`config.mk`:
```
export PLATFORM = sky130hd
export DESIGN_NAME = ball_collision_detector_flat
export DESIGN_NICKNAME = d
export VERILOG_FILES = /design/src/rtl/ball_collision_pkg.sv /design/src/rtl/ball_collision_detector_if.sv /design/src/rtl/hit_edge_encoder.sv /design/src/rtl/ball_collision_detector.sv /design/src/flat_wrapper.sv
export SDC_FILE = /design/constraint.sdc
export NUM_CORES = 1
export LEC_CHECK = 0
export ABC_AREA = 1
export CORE_MARGIN = 2
export CORE_UTILIZATION = 45
export DETAILED_ROUTE_END_ITERATION = 12
export PLACE_DENSITY = 0.78
export SYNTH_ARGS = -nofsm -noshare
export SYNTH_HDL_FRONTEND = slang
export SYNTH_SLANG_ARGS = --single-unit
```
`constraint.sdc`:
```
create_clock -name clk -period 1.3 [get_ports clk]
set_input_delay 0.325 -clock clk [delete_from_list [all_inputs] [get_ports clk]]
set_output_delay 0.325 -clock clk [all_outputs]
set_load 0.02 [all_outputs]
```
`src/rtl/ball_collision_pkg.sv`:
```
// ----------------------------------------------------------------------------
// ball_collision_pkg
//   Shared definitions for the ball collision detector slice: edge-bit
//   positions inside HitEdgeCode, the object-class enumeration used to index
//   the per-class pulse and reported-flag vectors, and the wormhole FSM state.
//   Imported by the edge encoder and by every ball's detector instance.
// ----------------------------------------------------------------------------
package ball_collision_pkg;

  // Bit positions inside HitEdgeCode.
  localparam int EDGE_LEFT   = 3;
  localparam int EDGE_TOP    = 2;
  localparam int EDGE_RIGHT  = 1;
  localparam int EDGE_BOTTOM = 0;

  // Width of the scan / position buses.
  localparam int COORD_W = 11;

  // Object classes; the enum value is the bit index in every per-class vector.
  typedef enum logic [2:0] {
    BRACKETS   = 3'd0,
    OBSTACLE   = 3'd1,
    BUMPER     = 3'd2,
    MOVING_OBS = 3'd3,
    WORMHOLE1  = 3'd4,
    WORMHOLE2  = 3'd5,
    LFLIPPER   = 3'd6,
    RFLIPPER   = 3'd7
  } obj_class_t;

  localparam int NUM_CLASSES = 8;

  // Wormhole teleport guard.
  typedef enum logic {
    WH_IDLE     = 1'b0,
    WH_COOLDOWN = 1'b1
  } wh_state_t;

endpackage : ball_collision_pkg

```
`src/rtl/ball_collision_detector_if.sv`:
```
// ----------------------------------------------------------------------------
// ball_collision_detector_if
//   Bundle between the VGA scan / object drawers and one collision detector.
//   master : scan side; drives frame marker, pixel position, ball position and
//            all drawing requests; observes the collision pulses.
//   slave  : detector side; consumes the drawing requests and produces the
//            one-clock collision pulses plus HitEdgeCode.
//   Signals:
//     startOfFrame                 one-clock pulse at frame start
//     pixelX, pixelY               current scan pixel (unsigned, 11 bit)
//     ballTopLeftX/Y               ball top-left corner (signed, 11 bit)
//     ballDR, <object>DR           per-pixel drawing requests
//     collision<Object>            one-clock collision pulses
//     HitEdgeCode                  [3]=left [2]=top [1]=right [0]=bottom
// ----------------------------------------------------------------------------
interface ball_collision_detector_if;

  logic               startOfFrame;
  logic        [10:0] pixelX;
  logic        [10:0] pixelY;
  logic signed [10:0] ballTopLeftX;
  logic signed [10:0] ballTopLeftY;

  logic ballDR;
  logic bracketsDR;
  logic obstacleDR;
  logic bumperDR;
  logic movingObstacleDR;
  logic wormhole1DR;
  logic wormhole2DR;
  logic leftFlipperDR;
  logic rightFlipperDR;

  logic collisionBrackets;
  logic collisionObstacle;
  logic collisionBumper;
  logic collisionMovingObstacle;
  logic collisionWormhole1;
  logic collisionWormhole2;
  logic collisionLeftFlipper;
  logic collisionRightFlipper;
  logic [3:0] HitEdgeCode;

  modport master (
    output startOfFrame, pixelX, pixelY, ballTopLeftX, ballTopLeftY,
    output ballDR, bracketsDR, obstacleDR, bumperDR, movingObstacleDR,
    output wormhole1DR, wormhole2DR, leftFlipperDR, rightFlipperDR,
    input  collisionBrackets, collisionObstacle, collisionBumper,
    input  collisionMovingObstacle, collisionWormhole1, collisionWormhole2,
    input  collisionLeftFlipper, collisionRightFlipper, HitEdgeCode
  );

  modport slave (
    input  startOfFrame, pixelX, pixelY, ballTopLeftX, ballTopLeftY,
    input  ballDR, bracketsDR, obstacleDR, bumperDR, movingObstacleDR,
    input  wormhole1DR, wormhole2DR, leftFlipperDR, rightFlipperDR,
    output collisionBrackets, collisionObstacle, collisionBumper,
    output collisionMovingObstacle, collisionWormhole1, collisionWormhole2,
    output collisionLeftFlipper, collisionRightFlipper, HitEdgeCode
  );

endinterface : ball_collision_detector_if

```
`src/rtl/hit_edge_encoder.sv`:
```
// ----------------------------------------------------------------------------
// hit_edge_encoder
//   Purely combinational. Locates the current scan pixel relative to the ball
//   sprite, reports whether it falls inside the sprite box, and flags which
//   edge bands of the sprite it lies in. Shared by every ball instance.
//   Ports:
//     pixelX, pixelY           in   current scan pixel, unsigned
//     ballTopLeftX/Y           in   sprite top-left corner, signed
//     inBox                    out  pixel lies inside the BALL_WIDTH x BALL_HEIGHT box
//     edgeCode                 out  [3]=left [2]=top [1]=right [0]=bottom
// ----------------------------------------------------------------------------
module hit_edge_encoder
  import ball_collision_pkg::*;
#(
  parameter int BALL_WIDTH  = 16,
  parameter int BALL_HEIGHT = 16,
  parameter int EDGE_BAND   = 4
) (
  input  logic        [COORD_W-1:0] pixelX,
  input  logic        [COORD_W-1:0] pixelY,
  input  logic signed [COORD_W-1:0] ballTopLeftX,
  input  logic signed [COORD_W-1:0] ballTopLeftY,
  output logic                      inBox,
  output logic        [3:0]         edgeCode
);

  localparam logic signed [COORD_W:0] ZERO       = '0;
  localparam logic signed [COORD_W:0] WIDTH      = (COORD_W+1)'(BALL_WIDTH);
  localparam logic signed [COORD_W:0] HEIGHT     = (COORD_W+1)'(BALL_HEIGHT);
  localparam logic signed [COORD_W:0] BAND       = (COORD_W+1)'(EDGE_BAND);
  localparam logic signed [COORD_W:0] RIGHT_FROM = (COORD_W+1)'(BALL_WIDTH - EDGE_BAND);
  localparam logic signed [COORD_W:0] BOT_FROM   = (COORD_W+1)'(BALL_HEIGHT - EDGE_BAND);

  logic signed [COORD_W:0] offX;
  logic signed [COORD_W:0] offY;

  // Pixel is zero-extended, corner sign-extended, so a ball partly off the
  // left/top of the screen still yields correct small offsets.
  assign offX = $signed({1'b0, pixelX}) - $signed({ballTopLeftX[COORD_W-1], ballTopLeftX});
  assign offY = $signed({1'b0, pixelY}) - $signed({ballTopLeftY[COORD_W-1], ballTopLeftY});

  // A drawing-request glitch outside the sprite box must never be reported.
  assign inBox = (offX >= ZERO) && (offX < WIDTH) &&
                 (offY >= ZERO) && (offY < HEIGHT);

  always_comb begin
    edgeCode              = '0;
    edgeCode[EDGE_LEFT]   = (offX <  BAND);
    edgeCode[EDGE_TOP]    = (offY <  BAND);
    edgeCode[EDGE_RIGHT]  = (offX >= RIGHT_FROM);
    edgeCode[EDGE_BOTTOM] = (offY >= BOT_FROM);
  end

endmodule : hit_edge_encoder

```
`src/rtl/ball_collision_detector.sv`:
```
// ----------------------------------------------------------------------------
// ball_collision_detector
//   Watches the per-pixel drawing requests during the VGA scan and emits a
//   one-clock collision pulse per object class whenever the ball and that
//   object are drawn on the same pixel, together with the HitEdgeCode of the
//   pixel that triggered it. Each class reports at most once per frame.
//   Wormholes are additionally guarded by a frame cooldown so a teleported
//   ball does not immediately bounce back through the partner wormhole.
//   Ports:
//     clk        in   system clock
//     resetN     in   asynchronous reset, active low
//     bus        slave side of ball_collision_detector_if (DR inputs,
//                collision pulses, HitEdgeCode)
//   Outputs are registered: an overlap at cycle N shows up at cycle N+1.
// ----------------------------------------------------------------------------
module ball_collision_detector
  import ball_collision_pkg::*;
#(
  parameter int BALL_WIDTH        = 16,
  parameter int BALL_HEIGHT       = 16,
  parameter int EDGE_BAND         = 4,
  parameter int WORMHOLE_COOLDOWN = 8
) (
  input  logic                     clk,
  input  logic                     resetN,
  ball_collision_detector_if.slave bus
);

  localparam int CNT_W = (WORMHOLE_COOLDOWN > 0) ? $clog2(WORMHOLE_COOLDOWN + 1) : 1;
  localparam logic [CNT_W-1:0] COUNT_LOAD = CNT_W'(WORMHOLE_COOLDOWN);
  localparam logic [CNT_W-1:0] COUNT_ONE  = CNT_W'(1);

  // Pixel geometry
  logic       inBox;
  logic [3:0] edgeCode;

  hit_edge_encoder #(
    .BALL_WIDTH (BALL_WIDTH),
    .BALL_HEIGHT(BALL_HEIGHT),
    .EDGE_BAND  (EDGE_BAND)
  ) u_hitEdgeEncoder (
    .pixelX      (bus.pixelX),
    .pixelY      (bus.pixelY),
    .ballTopLeftX(bus.ballTopLeftX),
    .ballTopLeftY(bus.ballTopLeftY),
    .inBox       (inBox),
    .edgeCode    (edgeCode)
  );

  // State
  logic [NUM_CLASSES-1:0] reportedQ;
  logic [NUM_CLASSES-1:0] pulseQ;
  logic [3:0]             edgeCodeQ;
  wh_state_t              whStateQ;
  logic [CNT_W-1:0]       whCountQ;

  // Next-state / combinational
  logic [NUM_CLASSES-1:0] objDR;
  logic [NUM_CLASSES-1:0] objOverlap;
  logic [NUM_CLASSES-1:0] flagsLive;
  logic [NUM_CLASSES-1:0] hitNow;
  logic [NUM_CLASSES-1:0] reportedNext;
  wh_state_t              whStateNext;
  logic [CNT_W-1:0]       whCountNext;

  // Gather the object drawing requests into one vector indexed by class.
  always_comb begin
    objDR             = '0;
    objDR[BRACKETS]   = bus.bracketsDR;
    objDR[OBSTACLE]   = bus.obstacleDR;
    objDR[BUMPER]     = bus.bumperDR;
    objDR[MOVING_OBS] = bus.movingObstacleDR;
    objDR[WORMHOLE1]  = bus.wormhole1DR;
    objDR[WORMHOLE2]  = bus.wormhole2DR;
    objDR[LFLIPPER]   = bus.leftFlipperDR;
    objDR[RFLIPPER]   = bus.rightFlipperDR;
  end

  // Collision decision and wormhole FSM next state.
  always_comb begin
    // NOTE: every variable driven here gets a default first so no path
    // leaves it unassigned; otherwise synthesis infers a latch.
    objOverlap  = objDR & {NUM_CLASSES{bus.ballDR & inBox}};
    // startOfFrame opens the new frame in this very cycle, so an overlap on
    // the first pixel of the frame is already eligible.
    flagsLive   = bus.startOfFrame ? '0 : reportedQ;
    hitNow      = objOverlap & ~flagsLive;
    whStateNext = whStateQ;
    whCountNext = whCountQ;

    case (whStateQ)
      WH_IDLE: begin
        // Both wormholes at once: wormhole1 wins, one teleport only.
        if (hitNow[WORMHOLE1]) hitNow[WORMHOLE2] = 1'b0;
        if (hitNow[WORMHOLE1] || hitNow[WORMHOLE2]) begin
          whStateNext = WH_COOLDOWN;
          whCountNext = COUNT_LOAD;
        end
      end
      WH_COOLDOWN: begin
        hitNow[WORMHOLE1] = 1'b0;
        hitNow[WORMHOLE2] = 1'b0;
        if (bus.startOfFrame) begin
          if (whCountQ <= COUNT_ONE) begin
            whCountNext = '0;
            whStateNext = WH_IDLE;
          end else begin
            whCountNext = whCountQ - COUNT_ONE;
          end
        end
      end
      default: begin
        whStateNext = WH_IDLE;
        whCountNext = '0;
      end
    endcase

    reportedNext = flagsLive | hitNow;
    // Holding the wormhole flags through the cooldown (including the frame
    // start that ends it) keeps the frame in which the FSM returns to IDLE
    // silent; wormholes re-arm on the following frame start.
    if (whStateQ == WH_COOLDOWN) begin
      reportedNext[WORMHOLE1] = 1'b1;
      reportedNext[WORMHOLE2] = 1'b1;
    end
  end

  // Wormhole FSM state register.
  always_ff @(posedge clk or negedge resetN) begin
    if (!resetN) begin
      whStateQ <= WH_IDLE;
      whCountQ <= '0;
    end else begin
      // NOTE: state is updated with non-blocking assignments so every
      // register samples the pre-edge values, independent of block order.
      whStateQ <= whStateNext;
      whCountQ <= whCountNext;
    end
  end

  // Flags, pulses and edge code.
  always_ff @(posedge clk or negedge resetN) begin
    if (!resetN) begin
      // NOTE: every register here is small control state and is reset, so a
      // mid-frame reset leaves no stale pulse or flag behind on release.
      reportedQ <= '0;
      pulseQ    <= '0;
      edgeCodeQ <= '0;
    end else begin
      reportedQ <= reportedNext;
      pulseQ    <= hitNow;
      if (|hitNow) edgeCodeQ <= edgeCode;
    end
  end

  // Outputs
  assign bus.collisionBrackets       = pulseQ[BRACKETS];
  assign bus.collisionObstacle       = pulseQ[OBSTACLE];
  assign bus.collisionBumper         = pulseQ[BUMPER];
  assign bus.collisionMovingObstacle = pulseQ[MOVING_OBS];
  assign bus.collisionWormhole1      = pulseQ[WORMHOLE1];
  assign bus.collisionWormhole2      = pulseQ[WORMHOLE2];
  assign bus.collisionLeftFlipper    = pulseQ[LFLIPPER];
  assign bus.collisionRightFlipper   = pulseQ[RFLIPPER];
  assign bus.HitEdgeCode             = edgeCodeQ;

endmodule : ball_collision_detector

```
`src/flat_wrapper.sv`:
```
// flat-port wrapper written by rule: the top's interface ports become plain ports
module ball_collision_detector_flat import ball_collision_pkg::*;
#(
  parameter int BALL_WIDTH        = 16,
  parameter int BALL_HEIGHT       = 16,
  parameter int EDGE_BAND         = 4,
  parameter int WORMHOLE_COOLDOWN = 8
)
  (clk, resetN, bus_startOfFrame, bus_pixelX, bus_pixelY, bus_ballTopLeftX, bus_ballTopLeftY, bus_ballDR, bus_bracketsDR, bus_obstacleDR, bus_bumperDR, bus_movingObstacleDR, bus_wormhole1DR, bus_wormhole2DR, bus_leftFlipperDR, bus_rightFlipperDR, bus_collisionBrackets, bus_collisionObstacle, bus_collisionBumper, bus_collisionMovingObstacle, bus_collisionWormhole1, bus_collisionWormhole2, bus_collisionLeftFlipper, bus_collisionRightFlipper, bus_HitEdgeCode);
  ball_collision_detector_if bus_i ();
  input  logic clk;
  input  logic resetN;
  input wire logic [$bits(bus_i.startOfFrame)-1:0] bus_startOfFrame;
  input wire logic [$bits(bus_i.pixelX)-1:0] bus_pixelX;
  input wire logic [$bits(bus_i.pixelY)-1:0] bus_pixelY;
  input wire logic [$bits(bus_i.ballTopLeftX)-1:0] bus_ballTopLeftX;
  input wire logic [$bits(bus_i.ballTopLeftY)-1:0] bus_ballTopLeftY;
  input wire logic [$bits(bus_i.ballDR)-1:0] bus_ballDR;
  input wire logic [$bits(bus_i.bracketsDR)-1:0] bus_bracketsDR;
  input wire logic [$bits(bus_i.obstacleDR)-1:0] bus_obstacleDR;
  input wire logic [$bits(bus_i.bumperDR)-1:0] bus_bumperDR;
  input wire logic [$bits(bus_i.movingObstacleDR)-1:0] bus_movingObstacleDR;
  input wire logic [$bits(bus_i.wormhole1DR)-1:0] bus_wormhole1DR;
  input wire logic [$bits(bus_i.wormhole2DR)-1:0] bus_wormhole2DR;
  input wire logic [$bits(bus_i.leftFlipperDR)-1:0] bus_leftFlipperDR;
  input wire logic [$bits(bus_i.rightFlipperDR)-1:0] bus_rightFlipperDR;
  output wire logic [$bits(bus_i.collisionBrackets)-1:0] bus_collisionBrackets;
  output wire logic [$bits(bus_i.collisionObstacle)-1:0] bus_collisionObstacle;
  output wire logic [$bits(bus_i.collisionBumper)-1:0] bus_collisionBumper;
  output wire logic [$bits(bus_i.collisionMovingObstacle)-1:0] bus_collisionMovingObstacle;
  output wire logic [$bits(bus_i.collisionWormhole1)-1:0] bus_collisionWormhole1;
  output wire logic [$bits(bus_i.collisionWormhole2)-1:0] bus_collisionWormhole2;
  output wire logic [$bits(bus_i.collisionLeftFlipper)-1:0] bus_collisionLeftFlipper;
  output wire logic [$bits(bus_i.collisionRightFlipper)-1:0] bus_collisionRightFlipper;
  output wire logic [$bits(bus_i.HitEdgeCode)-1:0] bus_HitEdgeCode;
  assign bus_i.startOfFrame = bus_startOfFrame;
  assign bus_i.pixelX = bus_pixelX;
  assign bus_i.pixelY = bus_pixelY;
  assign bus_i.ballTopLeftX = bus_ballTopLeftX;
  assign bus_i.ballTopLeftY = bus_ballTopLeftY;
  assign bus_i.ballDR = bus_ballDR;
  assign bus_i.bracketsDR = bus_bracketsDR;
  assign bus_i.obstacleDR = bus_obstacleDR;
  assign bus_i.bumperDR = bus_bumperDR;
  assign bus_i.movingObstacleDR = bus_movingObstacleDR;
  assign bus_i.wormhole1DR = bus_wormhole1DR;
  assign bus_i.wormhole2DR = bus_wormhole2DR;
  assign bus_i.leftFlipperDR = bus_leftFlipperDR;
  assign bus_i.rightFlipperDR = bus_rightFlipperDR;
  assign bus_collisionBrackets = bus_i.collisionBrackets;
  assign bus_collisionObstacle = bus_i.collisionObstacle;
  assign bus_collisionBumper = bus_i.collisionBumper;
  assign bus_collisionMovingObstacle = bus_i.collisionMovingObstacle;
  assign bus_collisionWormhole1 = bus_i.collisionWormhole1;
  assign bus_collisionWormhole2 = bus_i.collisionWormhole2;
  assign bus_collisionLeftFlipper = bus_i.collisionLeftFlipper;
  assign bus_collisionRightFlipper = bus_i.collisionRightFlipper;
  assign bus_HitEdgeCode = bus_i.HitEdgeCode;
  ball_collision_detector #(.BALL_WIDTH(BALL_WIDTH), .BALL_HEIGHT(BALL_HEIGHT), .EDGE_BAND(EDGE_BAND), .WORMHOLE_COOLDOWN(WORMHOLE_COOLDOWN)) u_core (.clk(clk), .resetN(resetN), .bus(bus_i));
endmodule
```
=== Yosys cells after proc, flatten, opt, wreduce, memory -nomap -nowiden ===
Index checks and enable logic that the tools add are counted.

* $add $sub $neg: 3
* Magnitude comparators: 9
* Equality and inequality tests: 2
* Multiplexer cells: 14
* Bitwise operators: 6
* Reduce and logical (&&, ||, !) cells: 6

{| class="wikitable"
|+ Operators with widths
! cell !! number
|-
| 12-bit by 1-bit greater-or-equal comparator with 1-bit output, second input constant || 2
|-
| 12-bit by 5-bit greater-or-equal comparator with 1-bit output, second input constant || 2
|-
| 12-bit by 4-bit less-than comparator with 1-bit output, second input constant || 2
|-
| 12-bit by 6-bit less-than comparator with 1-bit output, second input constant || 2
|-
| 12-bit by 11-bit subtractor with 12-bit output || 2
|-
| 8-bit AND || 2
|-
| 4-bit 2-to-1 mux || 3
|-
| 8-bit 2-to-1 mux || 1
|-
| 8-bit NOT || 1
|-
| 8-bit OR || 1
|-
| 4-bit case mux with 2 select lines || 1
|-
| 8-bit OR reduction || 1
|-
| 1-bit 2-to-1 mux || 6
|-
| 4-bit by 1-bit <= comparator with 1-bit output, second input constant || 1
|-
| 1-bit case mux with 2 select lines || 2
|-
| 4-bit by 1-bit subtractor with 4-bit output, second input constant || 1
|-
| 1-bit logical AND || 3
|-
| 2-bit 2-to-1 mux || 1
|-
| 2-bit by 1-bit inequality test with 1-bit output, second input constant || 1
|-
| 2-bit inequality test, second input constant || 1
|-
| 2-bit AND reduction || 1
|-
| 1-bit AND || 1
|-
| 1-bit logical OR || 1
|-
| 1-bit NOT || 1
|}

* Register bits after elaboration: 25
* Input port bits: 56
* Output and inout port bits: 12
* Word-level logic and storage cells: 45

=== Logic depth before layout (Yosys ltp) ===
* Depth in word-level cells: 13
* Mapped depth: 21
* Gate-level depth less buffers: 20

=== Modules after synthesis ===
A second synthesis with hierarchy kept.

* Cells, all modules: 445
* Area, all modules: 2766.4 um^2

{| class="wikitable"
|+ Modules (own cells, without submodules)
! module !! times used !! cells an instance !! area an instance (um^2) !! sequential area each (um^2)
|-
| hit_edge_encoder || 1 || 331 || 1599.0 || 0.0
|-
| ball_collision_detector || 1 || 114 || 1167.4 || 625.6
|}

=== Worst setup path before layout ===
Ideal clock, no wire load.

* Path type: input -> register
* Start: input port bus_ballTopLeftY[2]
* End: register u_core.whCountQ[0]
* Setup time: 0.126 ns
* Data arrival time: 2.030 ns
* Required time: 1.174 ns
* Slack: -0.855 ns
* Cell stages on the path: 17
* Buffers on the path: 0
* Cell sequence: inv_1 > ha_1 > or2_1 > nand3_1 > nand2_1 > nand2_1 > nand2_1 > nand2_1 > nand2_1 > nor2_4 > nand3_4 > nor2_8 > nand4_2 > nand2_4 > inv_2 > nand2_4 > mux2i_1

* Longest elaborated chain between the ends: 12
* Elaborated cells between the ends (all ways): 13
* Those cells by class: 1 x add/sub; 2 x order compare; 1 x eq/ne; 2 x mux; 3 x bitwise; 4 x reduce/logical

{| class="wikitable"
|+ RTL lines
! item !! line !! RTL
|-
| start, declared || flat_wrapper.sv:17 || <nowiki>input wire logic [$bits(bus_i.ballTopLeftY)-1:0] bus_ballTopLeftY;</nowiki>
|-
| 12-bit by 11-bit subtractor with 12-bit output (*) || hit_edge_encoder.sv:40 || <nowiki>assign offY = $signed({1'b0, pixelY}) - $signed({ballTopLeftY[COORD_W-1], ballTopLeftY});</nowiki>
|-
| 12-bit by 1-bit greater-or-equal comparator with 1-bit output || hit_edge_encoder.sv:44 || <nowiki>(offY >= ZERO) && (offY < HEIGHT);</nowiki>
|-
| 1-bit logical AND || hit_edge_encoder.sv:43 || <nowiki>assign inBox = (offX >= ZERO) && (offX < WIDTH) &&</nowiki>
|-
| 1-bit logical AND (*) || hit_edge_encoder.sv:44 ||
|-
| 1-bit AND (*) || ball_collision_detector.sv:83 || <nowiki>objOverlap = objDR & {NUM_CLASSES{bus.ballDR & inBox}};</nowiki>
|-
| 8-bit AND (*) || ball_collision_detector.sv:83 ||
|-
| 8-bit AND (*) || ball_collision_detector.sv:87 || <nowiki>hitNow = objOverlap & ~flagsLive;</nowiki>
|-
| 1-bit 2-to-1 mux || ball_collision_detector.sv:94 || <nowiki>if (hitNow[WORMHOLE1]) hitNow[WORMHOLE2] = 1'b0;</nowiki>
|-
| 1-bit 2-to-1 mux || ball_collision_detector.sv:91 || <nowiki>case (whStateQ)</nowiki>
|-
| 1-bit logical OR (*) || ball_collision_detector.sv:95 || <nowiki>if (hitNow[WORMHOLE1] || hitNow[WORMHOLE2]) begin</nowiki>
|-
| 2-bit by 1-bit inequality test with 1-bit output (no line) (*) || n/a ||
|-
| 2-bit AND reduction (no line) (*) || n/a ||
|-
| end signal, assigned || ball_collision_detector.sv:137 || <nowiki>whCountQ <= whCountNext;</nowiki>
|-
| end, declared || ball_collision_detector.sv:55 || <nowiki>logic [CNT_W-1:0] whCountQ;</nowiki>
|}

Every way passes the cells marked *; elsewhere a longest branch is shown, timed or not. The select of a mux whose other input is x is not followed.
A chain may end at the register's enable or synchronous reset.

=== Final worst setup path ===
* Start: input port bus_pixelX[5]
* End: register u_core.edgeCodeQ[3], in the netlist u_core.bus.HitEdgeCode[3]

* Longest elaborated chain between the ends: 12
* Elaborated cells between the ends (all ways): 15
* Those cells by class: 1 x add/sub; 3 x order compare; 4 x mux; 3 x bitwise; 4 x reduce/logical

{| class="wikitable"
|+ RTL lines
! item !! line !! RTL
|-
| start, declared || flat_wrapper.sv:14 || <nowiki>input wire logic [$bits(bus_i.pixelX)-1:0] bus_pixelX;</nowiki>
|-
| 12-bit by 11-bit subtractor with 12-bit output (*) || hit_edge_encoder.sv:39 || <nowiki>assign offX = $signed({1'b0, pixelX}) - $signed({ballTopLeftX[COORD_W-1], ballTopLeftX});</nowiki>
|-
| 12-bit by 1-bit greater-or-equal comparator with 1-bit output / 12-bit by 6-bit less-than comparator with 1-bit output (equally long branches) || hit_edge_encoder.sv:43 ||
|-
| 1-bit logical AND (2 in series) || hit_edge_encoder.sv:43 ||
|-
| 1-bit logical AND || hit_edge_encoder.sv:44 ||
|-
| 1-bit AND || ball_collision_detector.sv:83 ||
|-
| 8-bit AND || ball_collision_detector.sv:83 ||
|-
| 8-bit AND || ball_collision_detector.sv:87 ||
|-
| 1-bit 2-to-1 mux || ball_collision_detector.sv:94 ||
|-
| 1-bit 2-to-1 mux || ball_collision_detector.sv:91 ||
|-
| 1-bit case mux with 2 select lines || ball_collision_detector.sv:91 ||
|-
| 8-bit OR reduction || ball_collision_detector.sv:152 || <nowiki>if (|hitNow) edgeCodeQ <= edgeCode;</nowiki>
|-
| end signal, assigned || ball_collision_detector.sv:152 ||
|-
| end, declared || ball_collision_detector.sv:53 || <nowiki>logic [3:0] edgeCodeQ;</nowiki>
|}

Marked as above.

==> qor.yml <==
status:
  status: "finished with violations"
  violations: "setup timing"
pwr:
  p_leak_nw: 2.409
  comb_power_share_pct: 57.0
  p_sw_mw: 1.158
  pwr-share-seq_pct: 26.6
  p_sw_share_pct: 39.47
  p_per_area_nw_per_um2: 637.3
  clock_power_share_pct: 16.3
  ir_worst_vdd_mv: 0.7714
  cellInternalPower_mw: 1.776
timing:
  fmax_mhz: 451.4
  hold_violations: 0
  min_period_ns: 2.215
  whs_ns: 0.3903
  slew_viol_final: 0
  slew_headroom_pct: 82.61
  post-route-period-util_pct: 170.4
  postLayoutSetupSlackWorst_ns: -0.9153
  skew_ns: 0.001628
  rsz0062_at_grt: "true"
  tightestPinTransition_ns: 0.2608
  setup_viol: 25
layout:
  num_antenna_cells: 0
  stdcell_count: 610
  drive_above_1_share_pct: 59.48
  nNetsFinal: 619
  layout_commonest_cell: "nand2_1"
  layout_common_cells: "nand2_1, nand2_2, buf_4"
  syn2layout_area_growth_pct: 75.94
yosys:
  synth.distinct_cells: 34
  syn-num-nets: 485
  synth_cells: 405
  synth-seq-area-share_pct: 23.91
  ys.flop_type: "dfrtp_1"
  synth-seq-cells: 25
  avgSynthCellArea_um2: 6.460
  synth-async-reset-ratio_pct: 100.0
  syn-cell-area_um2: 2616
  synth-edff-count: 0
  ys_warn_count: 0
critical_path:
  regToRegStartpoint: "u_core.whCountQ[0]$_DFFE_PN0P_"
  crit_type: "primary input to flip-flop"
  regToRegSetupSlack_ns: -0.14
  cp.required_ns: 1.47
  arrival_ns: 2.39
  rr_worst_depth: 7
  worstSetupEndpoint: "u_core.bus.HitEdgeCode[3]$_DFFE_PN0P_"
  crit_start: "bus_pixelX[5]"
  endpoint_kind: "flip-flop"
  critPathLaunchType: "primary input"
  crit_fanout: 5
  r2r-end: "u_core.whCountQ[1]$_DFFE_PN0P_"
route:
  vias: 3323
  first_iter_violations: 182
  ant_nets: 0
  drtPass1Iterations: 4
  wire_per_inst_um: 15.15
  drcViolationCount: 0
  viasPerCell: 5.448
  wl_mm: 9.242
place:
  portBuffers: 67
  dpl.cell_count: 588
  hpwlAfterDp_mm: 5.632
  place.gp.congestion: 0.8495
clocking:
  insertion_delay_ns: 0.28
  cts-root-buf: "clkbuf_8"
  tritoncts: "done"
  numCtsBuffers: 3
  clkTransAtPathRegs_ns: 0.09
  htreeDepth: 1
  clk_path_buf_depth: 2
  cts_sinks: 25
grt:
  grt_max_degree: 26
  grt_pass1_wl_mm: 13.05
  grt-ovfl-total: 0
  grtUsageTotal_pct: 25.12
  grt_pass1_vias: 3145
  antenna_found_initial: 0
floorplanning:
  die_area_um2: 6440
  dieWidth_um: 80.25
  die_h_um: 80.25
  core-area_um2: 5574
  pin_count: 68
  placementRows: 27
  start_util_pct: 46.94
worst_hold_path:
  hold_path_class: "primary input to asynchronous set/reset pin"
run:
  maxCapViolations: 0
-- metrics by stage --
stage          area (um2)  power [mW]  util (%)  worst slack (ns)  TNS [ns]
6_report             4603       2.934     82.58           -0.9153    -18.13
5_1_grt              4603       3.090     82.58            -1.036    -20.76
4_1_cts              4402       2.730     78.97           -0.7851    -16.55
3_5_place_dp         4013       2.055     71.99            -1.501    -33.29
3_3_place_gp         4013       2.019     71.99            -1.398    -31.37
2_1_floorplan        2913       1.537         -           -0.7558    -15.11
-- final cells by class --
class                           instances  area (um2)
Clock buffer                            3       41.29
Tap cell                               72       90.09
Clock inverter                          1       7.507
Inverter                               88       350.3
Multi-Input combinational cell        293        2454
Timing Repair Buffer                  128        1035
Sequential cell                        25       625.6
Fill cell                             329       970.9
-- logic make-up (layout without fill, tap and decap cells) --
kind of cell    after synthesis  count (layout)  share of synthesized area (%)
fa+ha+maj                    24              24                          11.48
mux                           1               1                         0.3826
flops                        25              25                          23.91
xor+xnor                      5               5                          1.674
compound gates               26              26                          5.978
simple gates                235             237                          43.52
buf+inv                      89             220                          13.06
-- repair_timing --
item | CTS | global route
setup endpoints to repair | 37 | 34
pin swaps | 112 | 95
hold endpoints to repair | 0 | 0
resized for setup | 271 | 97
gates cloned | 2 | 0
setup buffers | 17 | 7
hold buffers | 0 | 0
-- state kept, by name (all words and copies together), names as in the netlist --
register                count
u_core.reportedQ            8
u_core.whStateQ             1
u_core.pulseQ               8
u_core.bus.HitEdgeCode      4
u_core.whCountQ             4
-- power by group through the flow --
stage,combinational [mW],sequential [mW],clock (mW)
2_1_floorplan,0.740,0.797,0
3_3_place_gp,1.22,0.797,0
3_5_place_dp,1.26,0.797,0
4_1_cts,1.47,0.782,0.482
5_1_grt,1.79,0.782,0.516
6_report,1.67,0.782,0.479
-- worst max-delay path, cell delays in order --
cell and delay (ns):
buf_6 0.09, ha_4 0.30, nand2_4 0.08, inv_2 0.06, nand2_2 0.05, nand2_2 0.08, nand2_2 0.08, nand4_1 0.19
nand2_4 0.11, nor2_4 0.13, nand3_4 0.11, nor2_4 0.20, nand4_1 0.18, nand2_2 0.13, nor2_4 0.07, nand3_1 0.11
nand2_1 0.07
-- worst min path at each step --
stage	start	endpoint	slack, ns	depth (start not counted)
after floorplan	resetN	u_core.bus.HitEdgeCode[0]$_DFFE_PN0P_	0.03	0
after global placement	u_core.reportedQ[2]$_DFF_PN0_	u_core.reportedQ[2]$_DFF_PN0_	0.47	2
after detailed placement	u_core.reportedQ[3]$_DFF_PN0_	u_core.reportedQ[3]$_DFF_PN0_	0.46	2
after CTS	resetN	u_core.reportedQ[4]$_DFF_PN0_	0.40	2
after global routing	resetN	u_core.reportedQ[4]$_DFF_PN0_	0.39	2
final	resetN	u_core.pulseQ[5]$_DFF_PN0_	0.39	2
-- synth_stat cells, drive strengths merged, types with 3 or more instances --
library cell | number | area [um2]
or2 | 3 | 18.77
nand2 | 147 | 604.3
ha | 24 | 300.3
nand4 | 16 | 106.4
nor2 | 32 | 196.5
xnor2 | 4 | 35.03
nand3 | 36 | 207.7
inv | 86 | 322.8
dfrtp | 25 | 625.6
o21ai | 6 | 33.78
a21oi | 13 | 72.57
-- per-layer routing --
layer | vias up | share of wire [%] | track usage, % | routed length, um
met1 | 1584 | 36 | 27.20 | 3321
li1 | 1534 | - | - | -
met4 | 0 | 4.5 | 4.915 | 412
met3 | 52 | 6.3 | 4.607 | 580
met2 | 153 | 53 | 50.08 | 4928
met5 | - | 0 | 0 | 0
Power figures use the tool's default switching activity.
